<file path="config.mk">
export PLATFORM = sky130hd
export DESIGN_NAME = sd_sector_scheduler_flat
export DESIGN_NICKNAME = d
export VERILOG_FILES = /design/src/rtl/sd_sector_scheduler_if.sv /design/src/rtl/sd_sector_scheduler.sv /design/src/flat_wrapper.sv
export SDC_FILE = /design/constraint.sdc
export NUM_CORES = 1
export LEC_CHECK = 0
export CORE_MARGIN = 1.5
export CORE_UTILIZATION = 55
export CTS_BUF_LIST = sky130_fd_sc_hd__clkbuf_2 sky130_fd_sc_hd__clkbuf_4 sky130_fd_sc_hd__clkbuf_8
export DETAILED_ROUTE_END_ITERATION = 8
export GPL_TIMING_DRIVEN = 0
export PLACE_DENSITY = 0.92
export SLEW_MARGIN = 5
export SYNTH_ARGS = -nofsm -noshare
export SYNTH_HDL_FRONTEND = slang
export SYNTH_SLANG_ARGS = --single-unit
</file>
<file path="constraint.sdc">
create_clock -name MasterCLK -period 4.2 [get_ports MasterCLK]
set_input_delay 0.42 -clock MasterCLK [delete_from_list [all_inputs] [get_ports MasterCLK]]
set_output_delay 0.42 -clock MasterCLK [all_outputs]
set_load 0.05 [all_outputs]
</file>
<file path="src/rtl/sd_sector_scheduler_if.sv">
// Signal bundle between the sector scheduler, the SD SPI sector reader and the video/audio fetch paths.
interface sd_sector_scheduler_if #(
  parameter int ADDR_W = 24
);
  logic              sd_init_done;
  logic              sd_cmd_valid;
  logic [ADDR_W-1:0] sd_cmd_addr;
  logic              sd_cmd_ready;
  logic              sd_byte_valid;
  logic [7:0]        sd_byte;
  logic              req_vid;
  logic              req_aud;
  logic [ADDR_W-1:0] vid_base;
  logic [ADDR_W-1:0] vid_len;
  logic [ADDR_W-1:0] aud_base;
  logic [ADDR_W-1:0] aud_len;
  logic [1:0]        grant;
  logic              out_valid;
  logic [7:0]        out_data;
  logic              out_last;
  logic              out_owner;
  logic              timeout_err;
  logic              busy;

  modport master (
    input  sd_init_done, sd_cmd_ready, sd_byte_valid, sd_byte,
           req_vid, req_aud, vid_base, vid_len, aud_base, aud_len,
    output sd_cmd_valid, sd_cmd_addr, grant, out_valid, out_data,
           out_last, out_owner, timeout_err, busy
  );

  modport slave (
    output sd_init_done, sd_cmd_ready, sd_byte_valid, sd_byte,
           req_vid, req_aud, vid_base, vid_len, aud_base, aud_len,
    input  sd_cmd_valid, sd_cmd_addr, grant, out_valid, out_data,
           out_last, out_owner, timeout_err, busy
  );
endinterface

</file>
<file path="src/rtl/sd_sector_scheduler.sv">
// Round-robin video/audio sector scheduler: one sector read at a time from wrapping per-requester
// windows, owner-tagged byte forwarding one cycle after each SD byte, stall abort with retry.
module sd_sector_scheduler #(
  parameter int ADDR_W       = 24,
  parameter int SECTOR_BYTES = 512,
  parameter int TIMEOUT      = 1000000
) (
  input  logic                 MasterCLK,
  input  logic                 Reset,
  sd_sector_scheduler_if.master bus
);
  localparam int BCW = $clog2(SECTOR_BYTES);
  localparam int TCW = $clog2(TIMEOUT + 1);
  localparam logic [BCW-1:0]    LAST_BYTE = BCW'(SECTOR_BYTES - 1);
  localparam logic [TCW-1:0]    TMO_LIMIT = TCW'(TIMEOUT - 1);
  localparam logic [ADDR_W-1:0] ADDR_ONE  = ADDR_W'(1);

  typedef enum logic [1:0] {S_IDLE, S_ISSUE, S_STREAM, S_DONE} state_e;

  state_e            state_q, state_d;
  logic              owner_q, owner_d;
  logic              last_owner_q, last_owner_d;
  logic [ADDR_W-1:0] vid_off_q, vid_off_d;
  logic [ADDR_W-1:0] aud_off_q, aud_off_d;
  logic [BCW-1:0]    byte_cnt_q, byte_cnt_d;
  logic [TCW-1:0]    tmo_cnt_q, tmo_cnt_d;
  logic              cmd_valid_q, cmd_valid_d;
  logic [ADDR_W-1:0] cmd_addr_q, cmd_addr_d;
  logic [1:0]        grant_q, grant_d;
  logic              busy_q, busy_d;
  logic              out_valid_q, out_valid_d;
  logic [7:0]        out_data_q, out_data_d;
  logic              out_last_q, out_last_d;
  logic              out_owner_q, out_owner_d;
  logic              timeout_err_q, timeout_err_d;

  logic any_req;
  logic pick;

  // A zero-length window behaves as one sector, and an offset left beyond a shrunk window wraps.
  function automatic logic [ADDR_W-1:0] next_off(input logic [ADDR_W-1:0] off,
                                                 input logic [ADDR_W-1:0] len);
    logic [ADDR_W-1:0] lim;
    lim = (len == '0) ? '0 : len - ADDR_ONE;
    return (off >= lim) ? '0 : off + ADDR_ONE;
  endfunction

  assign any_req = bus.req_vid | bus.req_aud;
  assign pick    = (bus.req_vid & bus.req_aud) ? ~last_owner_q : bus.req_aud;

  always_comb begin
    state_d       = state_q;
    owner_d       = owner_q;
    last_owner_d  = last_owner_q;
    vid_off_d     = vid_off_q;
    aud_off_d     = aud_off_q;
    byte_cnt_d    = byte_cnt_q;
    tmo_cnt_d     = tmo_cnt_q;
    cmd_valid_d   = cmd_valid_q;
    cmd_addr_d    = cmd_addr_q;
    grant_d       = grant_q;
    busy_d        = busy_q;
    out_valid_d   = 1'b0;
    out_data_d    = out_data_q;
    out_last_d    = 1'b0;
    out_owner_d   = out_owner_q;
    timeout_err_d = timeout_err_q;

    unique case (state_q)
      S_IDLE: begin
        if (bus.sd_init_done && any_req) begin
          owner_d     = pick;
          grant_d     = pick ? 2'b10 : 2'b01;
          busy_d      = 1'b1;
          cmd_valid_d = 1'b1;
          cmd_addr_d  = pick ? bus.aud_base + aud_off_q : bus.vid_base + vid_off_q;
          state_d     = S_ISSUE;
        end
      end
      S_ISSUE: begin
        if (bus.sd_cmd_ready) begin
          cmd_valid_d = 1'b0;
          tmo_cnt_d   = '0;
          byte_cnt_d  = '0;
          state_d     = S_STREAM;
        end
      end
      S_STREAM: begin
        if (bus.sd_byte_valid) begin
          out_valid_d = 1'b1;
          out_data_d  = bus.sd_byte;
          out_owner_d = owner_q;
          tmo_cnt_d   = '0;
          if (byte_cnt_q == LAST_BYTE) begin
            out_last_d = 1'b1;
            byte_cnt_d = '0;
            state_d    = S_DONE;
          end else begin
            byte_cnt_d = byte_cnt_q + BCW'(1);
          end
        end else if (tmo_cnt_q == TMO_LIMIT) begin
          // Abort without touching offset or last_owner so the same sector is retried.
          timeout_err_d = 1'b1;
          grant_d       = 2'b00;
          busy_d        = 1'b0;
          byte_cnt_d    = '0;
          tmo_cnt_d     = '0;
          state_d       = S_IDLE;
        end else begin
          tmo_cnt_d = tmo_cnt_q + TCW'(1);
        end
      end
      S_DONE: begin
        if (owner_q) aud_off_d = next_off(aud_off_q, bus.aud_len);
        else         vid_off_d = next_off(vid_off_q, bus.vid_len);
        last_owner_d = owner_q;
        grant_d      = 2'b00;
        busy_d       = 1'b0;
        state_d      = S_IDLE;
      end
      default: state_d = S_IDLE;
    endcase
  end

  always_ff @(posedge MasterCLK) begin
    if (Reset) begin
      state_q       <= S_IDLE;
      owner_q       <= 1'b0;
      last_owner_q  <= 1'b1;
      vid_off_q     <= '0;
      aud_off_q     <= '0;
      byte_cnt_q    <= '0;
      tmo_cnt_q     <= '0;
      cmd_valid_q   <= 1'b0;
      cmd_addr_q    <= '0;
      grant_q       <= 2'b00;
      busy_q        <= 1'b0;
      out_valid_q   <= 1'b0;
      out_data_q    <= 8'h00;
      out_last_q    <= 1'b0;
      out_owner_q   <= 1'b0;
      timeout_err_q <= 1'b0;
    end else begin
      state_q       <= state_d;
      owner_q       <= owner_d;
      last_owner_q  <= last_owner_d;
      vid_off_q     <= vid_off_d;
      aud_off_q     <= aud_off_d;
      byte_cnt_q    <= byte_cnt_d;
      tmo_cnt_q     <= tmo_cnt_d;
      cmd_valid_q   <= cmd_valid_d;
      cmd_addr_q    <= cmd_addr_d;
      grant_q       <= grant_d;
      busy_q        <= busy_d;
      out_valid_q   <= out_valid_d;
      out_data_q    <= out_data_d;
      out_last_q    <= out_last_d;
      out_owner_q   <= out_owner_d;
      timeout_err_q <= timeout_err_d;
    end
  end

  assign bus.sd_cmd_valid = cmd_valid_q;
  assign bus.sd_cmd_addr  = cmd_addr_q;
  assign bus.grant        = grant_q;
  assign bus.busy         = busy_q;
  assign bus.out_valid    = out_valid_q;
  assign bus.out_data     = out_data_q;
  assign bus.out_last     = out_last_q;
  assign bus.out_owner    = out_owner_q;
  assign bus.timeout_err  = timeout_err_q;
endmodule

</file>
<file path="src/flat_wrapper.sv">
// flat-port wrapper written by rule: the top's interface ports become plain ports
module sd_sector_scheduler_flat 
#(
  parameter int ADDR_W       = 24,
  parameter int SECTOR_BYTES = 512,
  parameter int TIMEOUT      = 1000000
)
  (MasterCLK, Reset, bus_sd_init_done, bus_sd_cmd_ready, bus_sd_byte_valid, bus_sd_byte, bus_req_vid, bus_req_aud, bus_vid_base, bus_vid_len, bus_aud_base, bus_aud_len, bus_sd_cmd_valid, bus_sd_cmd_addr, bus_grant, bus_out_valid, bus_out_data, bus_out_last, bus_out_owner, bus_timeout_err, bus_busy);
  sd_sector_scheduler_if #(.ADDR_W(ADDR_W)) bus_i ();
  input  logic MasterCLK;
  input  logic Reset;
  input wire logic [$bits(bus_i.sd_init_done)-1:0] bus_sd_init_done;
  input wire logic [$bits(bus_i.sd_cmd_ready)-1:0] bus_sd_cmd_ready;
  input wire logic [$bits(bus_i.sd_byte_valid)-1:0] bus_sd_byte_valid;
  input wire logic [$bits(bus_i.sd_byte)-1:0] bus_sd_byte;
  input wire logic [$bits(bus_i.req_vid)-1:0] bus_req_vid;
  input wire logic [$bits(bus_i.req_aud)-1:0] bus_req_aud;
  input wire logic [$bits(bus_i.vid_base)-1:0] bus_vid_base;
  input wire logic [$bits(bus_i.vid_len)-1:0] bus_vid_len;
  input wire logic [$bits(bus_i.aud_base)-1:0] bus_aud_base;
  input wire logic [$bits(bus_i.aud_len)-1:0] bus_aud_len;
  output wire logic [$bits(bus_i.sd_cmd_valid)-1:0] bus_sd_cmd_valid;
  output wire logic [$bits(bus_i.sd_cmd_addr)-1:0] bus_sd_cmd_addr;
  output wire logic [$bits(bus_i.grant)-1:0] bus_grant;
  output wire logic [$bits(bus_i.out_valid)-1:0] bus_out_valid;
  output wire logic [$bits(bus_i.out_data)-1:0] bus_out_data;
  output wire logic [$bits(bus_i.out_last)-1:0] bus_out_last;
  output wire logic [$bits(bus_i.out_owner)-1:0] bus_out_owner;
  output wire logic [$bits(bus_i.timeout_err)-1:0] bus_timeout_err;
  output wire logic [$bits(bus_i.busy)-1:0] bus_busy;
  assign bus_i.sd_init_done = bus_sd_init_done;
  assign bus_i.sd_cmd_ready = bus_sd_cmd_ready;
  assign bus_i.sd_byte_valid = bus_sd_byte_valid;
  assign bus_i.sd_byte = bus_sd_byte;
  assign bus_i.req_vid = bus_req_vid;
  assign bus_i.req_aud = bus_req_aud;
  assign bus_i.vid_base = bus_vid_base;
  assign bus_i.vid_len = bus_vid_len;
  assign bus_i.aud_base = bus_aud_base;
  assign bus_i.aud_len = bus_aud_len;
  assign bus_sd_cmd_valid = bus_i.sd_cmd_valid;
  assign bus_sd_cmd_addr = bus_i.sd_cmd_addr;
  assign bus_grant = bus_i.grant;
  assign bus_out_valid = bus_i.out_valid;
  assign bus_out_data = bus_i.out_data;
  assign bus_out_last = bus_i.out_last;
  assign bus_out_owner = bus_i.out_owner;
  assign bus_timeout_err = bus_i.timeout_err;
  assign bus_busy = bus_i.busy;
  sd_sector_scheduler #(.ADDR_W(ADDR_W), .SECTOR_BYTES(SECTOR_BYTES), .TIMEOUT(TIMEOUT)) u_core (.MasterCLK(MasterCLK), .Reset(Reset), .bus(bus_i));
endmodule
</file>
Word level (Yosys, flattened, before mapping)
Cells that the tools add are included.
{ "totals": {"ff_bits": 121, "in_bits": 111, "word_cells": 95} }
{ "classes": {"n_addsub": 8, "magnitude_cmp": 2, "n_eq_ne": 11, "muxes": 33, "bitwise_logic": 6, "n_reduce_logical": 19} }
{ "ops": {"columns": ["operator", "n"], "rows": [
  ["24-bit 2-to-1 mux", 5],
  ["20-bit 2-to-1 mux", 3],
  ["24-bit by 1-bit adder with 24-bit output, second input constant", 2],
  ["24-bit adder", 2],
  ["24-bit >= comparator", 2],
  ["24-bit zero test", 2],
  ["24-bit by 1-bit subtractor with 24-bit output, second input constant", 2],
  ["20-bit one-hot mux with 2 select lines", 1],
  ["9-bit 2-to-1 mux", 4],
  ["20-bit by 1-bit adder with 20-bit output, second input constant", 1],
  ["20-bit equality test, second input constant", 1],
  ["9-bit one-hot mux with 2 select lines", 1],
  ["2-bit 2-to-1 mux", 8],
  ["2-bit AND reduction", 5],
  ["9-bit by 1-bit adder with 9-bit output, second input constant", 1],
  ["9-bit equality test, second input constant", 1],
  ["3-bit AND reduction", 3],
  ["2-bit one-hot mux with 4 select lines", 1],
  ["4-bit AND reduction", 2],
  ["1-bit 2-to-1 mux", 7],
  ["3-bit by 2-bit != test with 1-bit output, second input constant", 2],
  ["2-bit one-hot mux with 3 select lines", 1],
  ["2-bit equality test, second input constant", 2],
  ["2-bit by 1-bit != test with 1-bit output, second input constant", 2],
  ["other kinds (13)", 18]
]} }

Logic depth before layout (Yosys ltp)
Gate-level depths: netlist of run 1.
{ "depth": {"ltp_word": 5, "ltp_mapped": 19} }

Least setup slack after synthesis of run 1
No wires, ideal clock.
{ "synth_path": {"path_kind": "input-to-reg", "startpoint": "input port bus_vid_len[5]", "endpoint": "register u_core.vid_off_q[13]", "setup_time_ns": 0.092, "t_arrival_ns": 3.723, "path_slack_ns": 0.385, "cell_stages": 18, "path_buffers": 2, "path_cell_list": "or4_4 nor4_2 nand2b_1 nor3_4 nand4_1 clkbuf_1 nand2_1 ha_1 a21o_1 a21o_1 a21o_1 a21o_1 a21oi_1 o21ai_1 a21oi_1 nor4_1 clkbuf_1 nor4_1"} }
{ "synth_via": {"elab_chain_len": 4} }
{ "synth_rtl": {"columns": ["element", "line_no", "rtl"], "rows": [
  ["start: declaration", "flat_wrapper.sv:19", "input wire logic [$bits(bus_i.vid_len)-1:0] bus_vid_len;"],
  ["24-bit by 1-bit subtractor with 24-bit output / 24-bit zero test (equally long branches)", "sd_sector_scheduler.sv:44", "lim = (len == '0) ? '0 : len - ADDR_ONE;"],
  ["24-bit 2-to-1 mux *", "sd_sector_scheduler.sv:44", null],
  ["24-bit >= comparator *", "sd_sector_scheduler.sv:45", "return (off >= lim) ? '0 : off + ADDR_ONE;"],
  ["24-bit 2-to-1 mux *", "sd_sector_scheduler.sv:45", null],
  ["end signal: assignment", "sd_sector_scheduler.sv:147", "vid_off_q <= vid_off_d;"],
  ["end: declaration", "sd_sector_scheduler.sv:23", "logic [ADDR_W-1:0] vid_off_q, vid_off_d;"]
]} }
Every way passes the cells marked *; elsewhere a longest branch is shown, timed or not.
A chain may end at the register's enable or synchronous reset.

Final worst setup path of run 1
{ "layout_path": {"startpoint": "input port bus_vid_len[3]", "endpoint": "register u_core.vid_off_q[12]"} }
The elaborated chain is that of the path after synthesis.

==> impl_metrics.csv, run 1 <==
group,metric,value,unit
die,die_w,135,microns
timing,finClkSkew,16.6,ps
pwr,p_per_area,301,mW/mm^2
setup_path,cp_cell_sequence,"clkbuf_2, or4_4, nor4_4, nand2b_1, nor3_4, nand4_1, buf_4, and2_1, ha_1, nand2b_4, a21o_1, a21o_1, a21o_1, a21oi_1, o21ai_1, a21oi_2, nor4_4, clkbuf_8, nor4_4",
layout,drive_gt1_frac,0.0832,
timing,fin_setup_tns,0,ps
detailed_routing,vias,9901,
yosys,syn_inst,1212,
yosys,synth_top_area_share,0.253,
pwr,ir_drop,208,uV
layout,n_fill_cell,1219,
setup_path,arrival,4370,ps
timing,slew_headroom,0.453,
min_path,holdPathStages,2,
detailed_routing,viasPerCell,6.07,
layout,multi_input_area,0.00713,sq mm
global_routing,grt_max_degree,17,
layout,regArea,0.00242,sq mm
setup_path,start_kind,"input pin",
global_routing,grt_pass1_wl,44.0,mm
yosys,synth-seq-cells,121,
cts,numCtsBuffers,17,
die,die_y,135,microns
setup_path,slowest_delay,560,ps
die,core,0.0171,sq mm
yosys,netlist_area,0.00956,sq mm
setup_path,critPathRequiredTime,4510,ps
die,initial_core_util,0.559,
pwr,leakage,5.20,nW
status,status,"completed",
detailed_routing,drtPass1Iterations,8,
layout,layout_common_cells,"nand2_1, clkdlybuf4s50_1, nor2_1",
yosys,synth_flop_cell,"dfxtp_1",
global_routing,grt.overflow.total,0,
yosys,synth_nets,1432,
detailed_routing,routed_wl,28.1,mm
min_path,hp-class,"register to register",
yosys,synth-edff-count,0,
yosys,ys_warn_count,0,
cts,cts_hold_buffers,0,
setup_path,rr_worst_depth,12,
cts,cts_root_buf,"clkbuf_8",
layout,final_nets,1613,
cts,clock_latency,460,ps
setup_path,crit_fanout,6,
cts,cts.clk_slew.worst_paths,80,ps
pwr,p_total,3.66,mW
layout,area_delta_synth_final,27.2,%
timing,finalHoldViolations,0,
layout,fin_util,0.711,
timing,tightest_slew,800,ps
cts,cts_tree,"yes",
placed_design,dp_hpwl,20.4,mm
timing,fmax,246,MHz
die,ioPinCount,151,
yosys,synthTopCellsByArea,"dfxtp_1, ha_1, xor2_1",
timing,setup_viol_count_final,0,
cts,htreeDepth,4,
placed_design,portBuffers,150,
placed_design,place_congestion,0.932,
global_routing,antenna_found_initial,0,
cts,cts_buffer_depth,2,
yosys,ys_seq_area_frac,0.253,
detailed_routing,route.detailed.drc,0,
global_routing,grt_use_total,0.298,
yosys,synthArstFlopShare,0,
layout,layout.cells.most_common,"nand2_1",
timing,min_period,4060,ps
timing,hold_slack,456,ps
die,rows,48,
yosys,yosysTopAreaCell,"dfxtp_1",
setup_path,cp_slowest_cell,"or4_4",
detailed_routing,drt_iter0_drc,655,
detailed_routing,antenna_left,0,
layout,antennaDiodeCount,0,
detailed_routing,wire_per_inst,17.2,microns
yosys,synth_cell_types,76,
timing,finalCritPeriodShare,0.968,
setup_path,crit_type,"input pin to register",
global_routing,grt_pass1_vias,9675,
yosys,avgSynthCellArea,7.89,sq um
timing,drv_slew,0,
job,cap_violations,0,
setup_path,worstSetupEndpointType,"register",
die,die_area,0.0182,sq mm
cts,cts.sinks,121,
[path summary, 6_finish.rpt]
| path | startpoint | end | slack (ps) |
|---|---|---|---|
| worst max-delay path | bus_vid_len[3] | u_core.vid_off_q[12] | 140 |
| worst min-delay path | u_core.bus.out_data[2] | u_core.bus.out_data[2] | 460 |
| worst max register to register | u_core.aud_off_q[0] | u_core.bus.sd_cmd_addr[20] | 1130 |
| worst min register to register | u_core.bus.out_data[2] | u_core.bus.out_data[2] | 460 |
[cell type report]
| type | count | area share |
|---|---|---|
| clock buffer | 19 | 0.0210 |
| inverter | 33 | 0.0102 |
| multi-input combinational | 1023 | 0.586 |
| tap | 225 | 0.0231 |
| timing repair buffer | 163 | 0.132 |
| buffer | 34 | 0.0148 |
| sequential | 121 | 0.199 |
| clock inverter | 13 | 0.0138 |
[power by group]
part           internal, mW  leakage (nW)  switching [mW]
combinational         0.450          4.00           0.748
sequential             1.24         0.981          0.0825
clock                 0.615         0.210           0.525
[Yosys cell counts, drive strengths merged (32+ instances only)]
cell type	n
nor3	32
a21oi	69
clkbuf	32
dfxtp	121
a21o	41
nand2	157
inv	33
xnor2	60
nor2	141
o21ai	41
nand4	32
nand3	35
ha	107
xor2	81
nor4	44
[repair_timing]
action / CTS / global route
setup endpoints to repair: 24 / 44
buffers inserted: 6 / 5
pin swaps: 4 / 12
gates cloned: 2 / 0
gates resized for setup: 34 / 51
[per-stage QoR]
| stage | cell area [sq um] | instances | setup slack [ps] |
|---|---|---|---|
| 2_1_floorplan | 9560 | 1212 | 385 |
| 3_3_place_gp | 11300 | 1587 | -598 |
| 3_5_place_dp | 11300 | 1587 | -779 |
| 4_1_cts | 12000 | 1627 | 4.49 |
| 5_1_grt | 12200 | 1631 | -37.3 |
| 6_report | 12200 | 1631 | 136 |
[logic make-up after synthesis]
group / after synthesis / share of synthesized area
AND/OR/NAND/NOR: 534 / 0.274
flip-flops: 121 / 0.253
XOR/XNOR: 141 / 0.129
adder cells (fa/ha/maj): 109 / 0.144
AO/OA/AOI/OAI: 235 / 0.167
multiplexers: 4 / 0.00432
buffers and inverters: 68 / 0.0277
[routing by layer]
| metal | up-vias | track usage | wire length, microns | share of wire |
|---|---|---|---|---|
| met4 | 0 | 0.162 | 1260 | 0.045 |
| met2 | 469 | 0.540 | 14000 | 0.50 |
| met3 | 117 | 0.0589 | 1870 | 0.066 |
| met1 | 4590 | 0.328 | 10900 | 0.39 |
| met5 | - | 0 | 0 | 0 |
| li1 | 4725 | - | - | - |
[registers in the layout, indices dropped and copies added (netlist names), 2 cells and up]
register	count
u_core.bus.out_data	8
u_core.tmo_cnt_q	20
u_core.state_q	2
u_core.aud_off_q	24
u_core.bus.sd_cmd_addr	24
u_core.bus.grant	2
u_core.vid_off_q	24
u_core.byte_cnt_q	9
[worst max-delay path, delay by kind of cell]
family | cells | cell delay, ps
and+or+nand+nor | 9 | 2290
AOI/OAI and AO/OA | 6 | 740
buffers and inverters | 3 | 630
adders and majority gates | 1 | 280
No activity file was read; power rests on OpenSTA's default activity.
==> run 2: changes to the inputs <==
- GPL_ROUTABILITY_DRIVEN: unset -> 0
==> results of run 2 <==
No change in the layout: final DEF, timing and power equal those of run 1.
